===== src/rtl/pipe_add.sv =====
// Pipelined carry-chunked adder: STAGES chunks of WIDTH/STAGES bits, ready/valid on both sides.
// Optional subtract mode with signed overflow flag is enabled by defining PIPE_ADD_SUB_EN.
module pipe_add #(
    parameter int WIDTH  = 32,
    parameter int STAGES = 4
) (
    input  logic             clk,
    input  logic             rst_n,
    input  logic             in_valid,
    output logic             in_ready,
    input  logic [WIDTH-1:0] a,
    input  logic [WIDTH-1:0] b,
    input  logic             ci,
`ifdef PIPE_ADD_SUB_EN
    input  logic             sub,
    output logic             ovf,
`endif
    output logic             out_valid,
    input  logic             out_ready,
    output logic [WIDTH:0]   s
);

    localparam int CHUNK = WIDTH / STAGES;

    logic             advance_s;
    logic [WIDTH-1:0] b_eff_s;
    logic             ci_eff_s;

    assign advance_s = !out_valid || out_ready;
    assign in_ready  = advance_s;

`ifdef PIPE_ADD_SUB_EN
    // Subtraction reuses the adder as a + ~b + 1; carry-in is overridden.
    always_comb begin
        b_eff_s  = b;
        ci_eff_s = ci;
        if (sub) begin
            b_eff_s  = ~b;
            ci_eff_s = 1'b1;
        end else begin
            b_eff_s  = b;
            ci_eff_s = ci;
        end
    end
`else
    // Addition only: operands pass straight through.
    always_comb begin
        b_eff_s  = b;
        ci_eff_s = ci;
    end
`endif

    for (genvar k = 0; k < STAGES; k++) begin : g_stg
        localparam int SW = (k + 1) * CHUNK;   // sum bits resolved once this stage is loaded
        localparam int RW = WIDTH - SW;        // operand bits still waiting for later stages

        logic [RW+CHUNK-1:0] a_src_s;
        logic [RW+CHUNK-1:0] b_src_s;
        logic                cin_s;
        logic                vin_s;
        logic [CHUNK:0]      part_s;
        logic [SW-1:0]       sum_nxt_s;
        logic [SW-1:0]       sum_r;
        logic                carry_r;
        logic                valid_r;

        if (k == 0) begin : g_src
            assign a_src_s   = a;
            assign b_src_s   = b_eff_s;
            assign cin_s     = ci_eff_s;
            assign vin_s     = in_valid;
            assign sum_nxt_s = part_s[CHUNK-1:0];
        end else begin : g_src
            assign a_src_s   = g_stg[k-1].g_rem.a_rem_r;
            assign b_src_s   = g_stg[k-1].g_rem.b_rem_r;
            assign cin_s     = g_stg[k-1].carry_r;
            assign vin_s     = g_stg[k-1].valid_r;
            assign sum_nxt_s = {part_s[CHUNK-1:0], g_stg[k-1].sum_r};
        end

        assign part_s = {1'b0, a_src_s[CHUNK-1:0]} + {1'b0, b_src_s[CHUNK-1:0]}
                      + {{CHUNK{1'b0}}, cin_s};

        // Resolved sum chunks, inter-stage carry and stage valid; all stages move together.
        always_ff @(posedge clk or negedge rst_n) begin
            if (!rst_n) begin
                sum_r   <= '0;
                carry_r <= 1'b0;
                valid_r <= 1'b0;
            end else if (advance_s) begin
                sum_r   <= sum_nxt_s;
                carry_r <= part_s[CHUNK];
                valid_r <= vin_s;
            end
        end

        if (k < STAGES - 1) begin : g_rem
            logic [RW-1:0] a_rem_r;
            logic [RW-1:0] b_rem_r;

            // Skew: the low chunk has been consumed, upper chunks wait for their stage.
            always_ff @(posedge clk or negedge rst_n) begin
                if (!rst_n) begin
                    a_rem_r <= '0;
                    b_rem_r <= '0;
                end else if (advance_s) begin
                    a_rem_r <= a_src_s[RW+CHUNK-1:CHUNK];
                    b_rem_r <= b_src_s[RW+CHUNK-1:CHUNK];
                end
            end
        end
    end

    assign out_valid = g_stg[STAGES-1].valid_r;
    assign s         = {g_stg[STAGES-1].carry_r, g_stg[STAGES-1].sum_r};

`ifdef PIPE_ADD_SUB_EN
    logic ovf_r;

    // Signed overflow: both operand MSBs agree but the result MSB differs.
    always_ff @(posedge clk or negedge rst_n) begin
        if (!rst_n) begin
            ovf_r <= 1'b0;
        end else if (advance_s) begin
            ovf_r <= (g_stg[STAGES-1].a_src_s[CHUNK-1] == g_stg[STAGES-1].b_src_s[CHUNK-1])
                  && (g_stg[STAGES-1].part_s[CHUNK-1] != g_stg[STAGES-1].a_src_s[CHUNK-1]);
        end
    end

    assign ovf = ovf_r;
`endif

endmodule


===== config.mk =====
export PLATFORM = sky130hd
export DESIGN_NAME = pipe_add
export DESIGN_NICKNAME = d
export VERILOG_FILES = /design/src/rtl/pipe_add.sv
export SDC_FILE = /design/constraint.sdc
export NUM_CORES = 1
export LEC_CHECK = 0
export ABC_AREA = 1
export CORE_UTILIZATION = 50
export CTS_CLUSTER_SIZE = 24
export DETAILED_ROUTE_END_ITERATION = 10
export GPL_ROUTABILITY_DRIVEN = 0
export PLACE_DENSITY = 0.79
export SYNTH_ARGS = -nofsm -noshare
export SYNTH_HDL_FRONTEND = slang
export SYNTH_SLANG_ARGS = --single-unit

===== constraint.sdc =====
create_clock -name clk -period 1.7 [get_ports clk]
set_input_delay 0.34 -clock clk [delete_from_list [all_inputs] [get_ports clk]]
set_output_delay 0.34 -clock clk [all_outputs]
set_load 0.02 [all_outputs]

==> implementation parameters, run 1 <==
Parameter                              Value

GRT
  Number of antenna violations at the first check in global routing ... 0
  Final global-route overflow total ... 0
  Global-route total usage across every layer ... 0.204
  Pin count of the biggest net entering global routing ... between 80 and 90
  Global-route wire length before repair ... 27000 um
  Number of global-route vias before repair ... about 5900

Route
  Routed met2 length ... 7810 um
  Highest routed layer ... met4
  Post-Route M1 WL ... 7390 um
  Vias/cell ... 4.77
  1st-iter DRT viols ... 425
  Remaining antenna violation count after routing ... 0
  Avg WL per Cell ... 12.3 um
  First drt pass iteration count ... 5
  Via count of the routed design ... 6200
  Total DRC errors in the routed layout ... 0
  Routed wire length on met3 ... roughly 510 um
  Final wirelength ... approximately 16000 um

Clock network
  Master cell of the clock root buffer ... sky130_fd_sc_hd__clkbuf_16
  CTS max path bufs ... 2
  Clock-pin transition on the worst setup and hold timing paths ... about 0.070 ns
  Clock insertion delay at the later pin of the skew report ... roughly 0.43 ns
  Number of buffers inserted during clock tree synthesis ... 17
  CTS tree ... built
  Number of clock sinks seen by CTS ... roughly 180
  # H-tree levels ... 4

Synthesis
  Flop and latch count out of synthesis ... between 150 and 200
  Net count after synthesis ... about 1100
  Mean area per synthesized cell ... between 8 and 9 um2
  Count of warnings emitted by yosys ... 0
  Post-synth cell types ... 21
  Number of standard cells after synthesis ... 960
  Proportion of synthesized chip area in sequential cells ... 0.557
  Cell area after synthesis ... between 8000 and 9000 um2

Die
  Overall die area ... 17000 um2
  Top-level port count ... 104
  Die Y-Extent ... around 130 um
  Initial core utilization ... 0.516
  Std-Cell Rows ... between 40 and 50
  Core region area ... between 15000 and 20000 um2
  Die boundary width ... about 130 um

Run status
  Failing checks ... negative setup slack
  Outcome ... finished with violations

Critical path
  Critical path's slowest cell ... sky130_fd_sc_hd__fa_2
  Kind of start point of the critical path ... register
  Startpoint of the lowest-slack register-to-register path ... g_stg[2].carry_r
  CP arrival ... about 2.2 ns
  Largest incremental delay on the critical path ... approximately 0.42 ns
  Req. time, crit path ... between 2 and 2.5 ns
  Critical Path, Cell by Cell ... fa_2 > fa_2 > nand2_2 > nand2_2 > nand3b_1 > nand2_1 > nand2_1 > nand3_2 > nand2_1
  CP dominant cell by count ... sky130_fd_sc_hd__nand2_1
  Family with the most delay on the worst path ... adder cells
  Crit path buf inv count ... 0
  Type of element capturing the critical path ... register
  Peak fanout along the critical path ... 2
  Internal reg-to-reg setup slack ... -0.09 ns
  Source of the critical timing path ... g_stg[2].carry_r
  WS Path Type ... reg -> reg

Job
  Number of max-cap violations ... 0

Timing
  Fin. max-slew vios ... 0
  Slew of the pin with the lowest slew margin ... roughly 0.44 ns
  Final setup margin ... -0.0860 ns
  F_max ... roughly 0.56 GHz
  Worst rel slew slack ... 0.707
  Number of setup violations in the final report ... 9
  Min Tclk post-route ... between 1.5 and 2 ns
  Final number of hold-violating endpoints ... 0
  Layout Skew ... slightly below 0.01 ns
  Share of the cycle needed by the critical path after routing ... 1.05
  Setup TNS ... -0.549 ns
  RSZ-0062 raised after global routing ... yes

Layout
  Fraction of final layout cells sized beyond drive strength 1 ... 0.0822
  Area growth from synthesis to layout ... 23.7%
  Seq. cell area ... 4600 um2
  Antenna cell count ... 0
  Multi-input gate area ... 3210 um2
  Fillcell total ... ~1300
  Layout Nets ... around 1200

Pwr
  Leakage power of the design ... 0.00540 uW
  Worst vdd rail ir drop ... 1.22 mV
  PD cells ... approximately 1800 nW/um2

Placement
  Number of port buffers ... 103
  Pre-CTS setup slack ... -0.536 ns
  Detailed-placement wirelength estimate ... 10700 um

Worst hold path
  Worst hold path type ... in -> reg
  Worst min-delay path startpoint ... a[0]
-- final cells by class --
| type | instances | share of cell area |
|---|---|---|
| clock buffers | 22 | 0.0483 |
| clock inverters | 10 | 0.0115 |
| inverters | 53 | 0.0197 |
| multi-input cells | 682 | 0.314 |
| flip-flops and latches | 184 | 0.450 |
| well taps | 216 | 0.0264 |
| repair buffers | 132 | 0.130 |
-- state kept, by name, summed over array words and instances (netlist names) --
register             cells
g_stg.carry_r            4
g_stg.valid_r            3
out_valid                1
g_stg.g_rem.b_rem_r     48
g_stg.sum_r             80
g_stg.g_rem.a_rem_r     48
-- kinds of logic (layout without fill, tap and decap cells) --
group,Yosys count,count (layout),synth area share
simple gates,570,570,0.268
flops,184,184,0.557
buf+inv,94,217,0.0624
compound gates,68,68,0.0425
fa+ha+maj,36,36,0.0618
xor+xnor,8,8,0.00848
-- cell usage in the layout (no fill, tap or decap), types with 6 or more instances in the layout --
cell and instances:
sky130_fd_sc_hd__o21ai_0 43, sky130_fd_sc_hd__clkbuf_16 17, sky130_fd_sc_hd__nand2_1 506, sky130_fd_sc_hd__buf_4 18
sky130_fd_sc_hd__clkdlybuf4s50_1 64, sky130_fd_sc_hd__clkbuf_8 6, sky130_fd_sc_hd__nand2_2 11, sky130_fd_sc_hd__nand3_1 23
sky130_fd_sc_hd__dfrtp_1 184, sky130_fd_sc_hd__dlygate4sd2_1 36, sky130_fd_sc_hd__inv_1 52, sky130_fd_sc_hd__buf_12 9
sky130_fd_sc_hd__ha_1 28, sky130_fd_sc_hd__nor2_1 16, sky130_fd_sc_hd__nand3b_1 8, sky130_fd_sc_hd__fa_2 8
sky130_fd_sc_hd__a21oi_1 14
-- cells in the mapped netlist --
| cell | number | area [um2] |
|---|---|---|
| sky130_fd_sc_hd__a211oi_1 | 4 | 30.0 |
| sky130_fd_sc_hd__a21oi_1 | 16 | 80.1 |
| sky130_fd_sc_hd__buf_2 | 10 | 50.1 |
| sky130_fd_sc_hd__buf_4 | 14 | 105 |
| sky130_fd_sc_hd__buf_6 | 13 | 146 |
| sky130_fd_sc_hd__clkbuf_1 | 4 | 15.0 |
| sky130_fd_sc_hd__dfrtp_1 | 184 | 4600 |
| sky130_fd_sc_hd__fa_1 | 8 | 160 |
| sky130_fd_sc_hd__ha_1 | 28 | 350 |
| sky130_fd_sc_hd__inv_1 | 52 | 195 |
| sky130_fd_sc_hd__inv_2 | 1 | 3.75 |
| sky130_fd_sc_hd__nand2_1 | 517 | 1940 |
| sky130_fd_sc_hd__nand3_1 | 24 | 120 |
| sky130_fd_sc_hd__nand3b_1 | 8 | 60.1 |
| sky130_fd_sc_hd__nor2_1 | 16 | 60.1 |
| sky130_fd_sc_hd__nor2_2 | 1 | 6.26 |
| sky130_fd_sc_hd__o21ai_0 | 47 | 235 |
| sky130_fd_sc_hd__o22ai_1 | 1 | 6.26 |
| sky130_fd_sc_hd__or2_2 | 4 | 25.0 |
| sky130_fd_sc_hd__xnor2_1 | 4 | 35.0 |
| sky130_fd_sc_hd__xor2_1 | 4 | 35.0 |
-- metal layers --
metal	global-route usage	vias up
li1	-	3174
met1	0.264	2909
met2	0.340	99
met3	0.0452	18
met4	0.0696	0
met5	0	-
-- where the power goes --
group | total [uW] | internal [uW] | switching [uW]
Clock | 4020 | 2360 | 1660
Combinational | 7130 | 2930 | 4210
Sequential | 7340 | 6280 | 1060
Total | 18500 | 11600 | 6920
-- path summary, 6_finish.rpt --
check,endpoint,cells after the start
max,g_stg[3].sum_r[30],9
min in group asynchronous,g_stg[0].valid_r,2
min,g_stg[0].sum_r[0],4
max in group asynchronous,g_stg[3].sum_r[9],3
max reg2reg,g_stg[3].sum_r[30],9
min reg2reg,out_valid,2
-- tightest hold or removal path: stages --
cell and delay (ns):
sky130_fd_sc_hd__dlymetal6s2s_1 0.12, sky130_fd_sc_hd__fa_2 0.20, sky130_fd_sc_hd__nand2_1 0.04, sky130_fd_sc_hd__o21ai_0 0.05
-- per-stage QoR --
stage	cells	area [um2]	util	total power [uW]	hold slack (ns)
detailed placement	1261	9560	0.597	14600	0.320
finish	1299	10200	0.639	18500	0.367
global placement	1261	9560	0.597	14200	0.319
floorplan	960	8270	-	12300	0.0444
global route	1299	10200	0.639	20000	0.387
CTS	1297	10200	0.637	18500	0.421
-- what timing repair did --
action | in CTS | in global routing
endpoints found under the hold margin | 45 | 0
pin swaps | 15 | 12
buffers inserted | 3 | 3
hold buffers | 1 | 0
setup endpoints to repair | 47 | 14
gates resized for setup | 54 | 8
Power figures use the tool's default switching activity.
==> run 2: changes to the inputs <==
--- a/config.mk
+++ b/config.mk
@@ -6,6 +6,7 @@
 export NUM_CORES = 1
 export LEC_CHECK = 0
 export ABC_AREA = 1
+export CORE_MARGIN = 2
 export CORE_UTILIZATION = 50
 export CTS_CLUSTER_SIZE = 24
 export DETAILED_ROUTE_END_ITERATION = 10
==> run 2 against run 1 <==
The run still ends with negative setup slack left. Utilization fell by 1.7 points. Largest cell class unchanged. Critical path depth fell by 2. Critical endpoint is now g_stg[1].sum_r[12]. Via count rose by 1.8%. First-iteration DRC count fell by 1.9%.
==> implementation parameters, run 2 (synthesized netlist as in run 1, its figures left out) <==
Parameter                              Value

Clock network
  Number of clock sinks seen by CTS ... 184
  CTS tree ... built
  Number of buffers inserted during clock tree synthesis ... 17
  Clock insertion delay at the later pin of the skew report ... approximately 0.44 ns
  Master cell of the clock root buffer ... sky130_fd_sc_hd__clkbuf_16
  # H-tree levels ... 4
  Clock-pin transition on the worst setup and hold timing paths ... ~0.070 ns
  CTS max path bufs ... 2

Timing
  Share of the cycle needed by the critical path after routing ... 1.08
  Number of setup violations in the final report ... 10
  Worst rel slew slack ... 0.723
  Slew of the pin with the lowest slew margin ... between 0.4 and 0.5 ns
  Final number of hold-violating endpoints ... 0
  Final setup margin ... -0.134 ns
  Worst Hold Slack ... between 0.3 and 0.4 ns
  Min Tclk post-route ... around 1.8 ns
  F_max ... 0.545 GHz
  Fin. max-slew vios ... 0
  Layout Skew ... 0.00746 ns
  RSZ-0062 raised after global routing ... yes

Route
  Via count of the routed design ... 6312
  First drt pass iteration count ... 5
  1st-iter DRT viols ... around 420
  Final wirelength ... 16400 um
  Total DRC errors in the routed layout ... 0
  Remaining antenna violation count after routing ... 0
  Vias/cell ... between 4 and 5
  Avg WL per Cell ... approximately 13 um

Die
  Std-Cell Rows ... 47
  Overall die area ... 17600 um2
  Die Y-Extent ... roughly 130 um
  Core region area ... 16300 um2
  Initial core utilization ... 0.506
  Top-level port count ... approximately 100
  Die boundary width ... 133 um

GRT
  Global-route wire length before repair ... 28400 um
  Number of antenna violations at the first check in global routing ... 0
  Pin count of the biggest net entering global routing ... around 90
  Final global-route overflow total ... 0
  Global-route total usage across every layer ... 0.200
  Number of global-route vias before repair ... a little over 6000

Layout
  Antenna cell count ... 0
  Fillcell total ... about 1400
  Biggest regs ... g_stg.sum_r: 80 flops, g_stg.g_rem.a_rem_r: 48 flops, g_stg.g_rem.b_rem_r: 48 flops
  Register bank with the most flops ... g_stg.sum_r
  Post-route non-filler standard cell count ... 1307
  Fraction of final layout cells sized beyond drive strength 1 ... 0.0846
  Final design area excluding fillers ... 10200 um2
  Area growth from synthesis to layout ... 23.1%
  Leading cell types in the layout, fill and taps excluded ... 505 x sky130_fd_sc_hd__nand2_1, 184 x sky130_fd_sc_hd__dfrtp_1, 64 x sky130_fd_sc_hd__clkdlybuf4s50_1
  Layout Utilization ... 0.622
  Max reg flops ... 80
  Layout Nets ... around 1200
  Commonest non-fill, non-tap cell in the layout ... sky130_fd_sc_hd__nand2_1

Placement
  Detailed-placement wirelength estimate ... 10700 um
  Pre-CTS setup slack ... -0.568 ns
  DP Area ... roughly 9500 um2
  Number of port buffers ... 103
  Placed cell count ... 1265

Worst hold path
  Worst min-delay path startpoint ... a[0]
  Worst hold path type ... in -> reg
  Worst hold path depth ... 4
  Destination of the worst hold path ... g_stg[0].sum_r[0]

Job
  Number of max-cap violations ... 0

Pwr
  PD cells ... ~1800 nW/um2
  Leakage power of the design ... approximately 0.0054 uW
  Worst vdd rail ir drop ... ~0.86 mV

Critical path
  Type of element capturing the critical path ... register
  Reg2reg path depth ... 7
  Capturing point of the worst reg2reg path ... g_stg[1].sum_r[12]
  Internal reg-to-reg setup slack ... -0.13 ns
  Peak fanout along the critical path ... 2
  CP arrival ... ~2.2 ns
  WS Path Type ... reg -> reg
  Req. time, crit path ... about 2 ns
  Kind of start point of the critical path ... register
  Startpoint of the lowest-slack register-to-register path ... g_stg[0].g_rem.b_rem_r[0]

Run status
  Failing checks ... negative setup slack
  Outcome ... finished with violations
-- run 2: layout make-up --
| class | instances | area [um2] | share of cell area |
|---|---|---|---|
| inverter | 53 | 201 | 0.0198 |
| sequential | 184 | 4600 | 0.453 |
| tap | 220 | 275 | 0.0271 |
| clock inverter | 13 | 120 | 0.0118 |
| timing repair buffer | 136 | 1330 | 0.130 |
| clock buffer | 19 | 443 | 0.0435 |
| multi-input combinational | 682 | 3200 | 0.315 |
-- run 2: timing repair --
item | in CTS | in global routing
cloned | 0 | 0
resized for setup | 53 | 10
hold endpoints to repair | 30 | 0
setup endpoints to repair | 47 | 16
hold buffers | 1 | 0
pin swaps | 11 | 10
buffers inserted | 6 | 3
-- run 2: metal layers --
metal | global-route usage | vias to the layer above | wire length [um]
met5 | 0 | - | 0
met4 | 0.0579 | 0 | 216
met3 | 0.0490 | 21 | 619
met2 | 0.332 | 124 | 7930
met1 | 0.261 | 2970 | 7590
li1 | - | 3197 | -
-- run 2: worst max-delay path: stages, from the launching register on --
cell and delay (ns):
sky130_fd_sc_hd__dfrtp_1 0.41, sky130_fd_sc_hd__fa_2 0.43, sky130_fd_sc_hd__fa_2 0.36, sky130_fd_sc_hd__nand2_2 0.11
sky130_fd_sc_hd__nand2_2 0.07, sky130_fd_sc_hd__nand2_1 0.07, sky130_fd_sc_hd__xor2_1 0.17, sky130_fd_sc_hd__o21ai_1 0.08
-- run 2: worst max path at each step --
stage	from	end	slack (ns)
floorplan	g_stg[1].carry_r	g_stg[2].sum_r[22]	0.002
finish	g_stg[0].g_rem.b_rem_r[0]	g_stg[1].sum_r[12]	-0.13
global route	g_stg[0].g_rem.b_rem_r[0]	g_stg[1].sum_r[14]	-0.25
CTS	g_stg[0].g_rem.b_rem_r[0]	g_stg[1].sum_r[12]	-0.1
global placement	a[0]	g_stg[0].sum_r[6]	-0.52
detailed placement	a[0]	g_stg[0].sum_r[6]	-0.57
-- run 2: power by group --
group	leakage, uW	switching [uW]	internal (uW)
clock network	0.000271	1730	2070
logic	0.00289	4250	2910
registers	0.00222	1080	6280
total	0.00539	7070	11300
-- run 2: per-stage QoR --
stage / TNS (ns) / power, uW
after floorplan: 0 / 12300
after global placement: -7.42 / 14200
after detailed placement: -8.72 / 14500
after CTS: -0.654 / 18400
after global routing: -1.89 / 19900
final: -0.891 / 18300
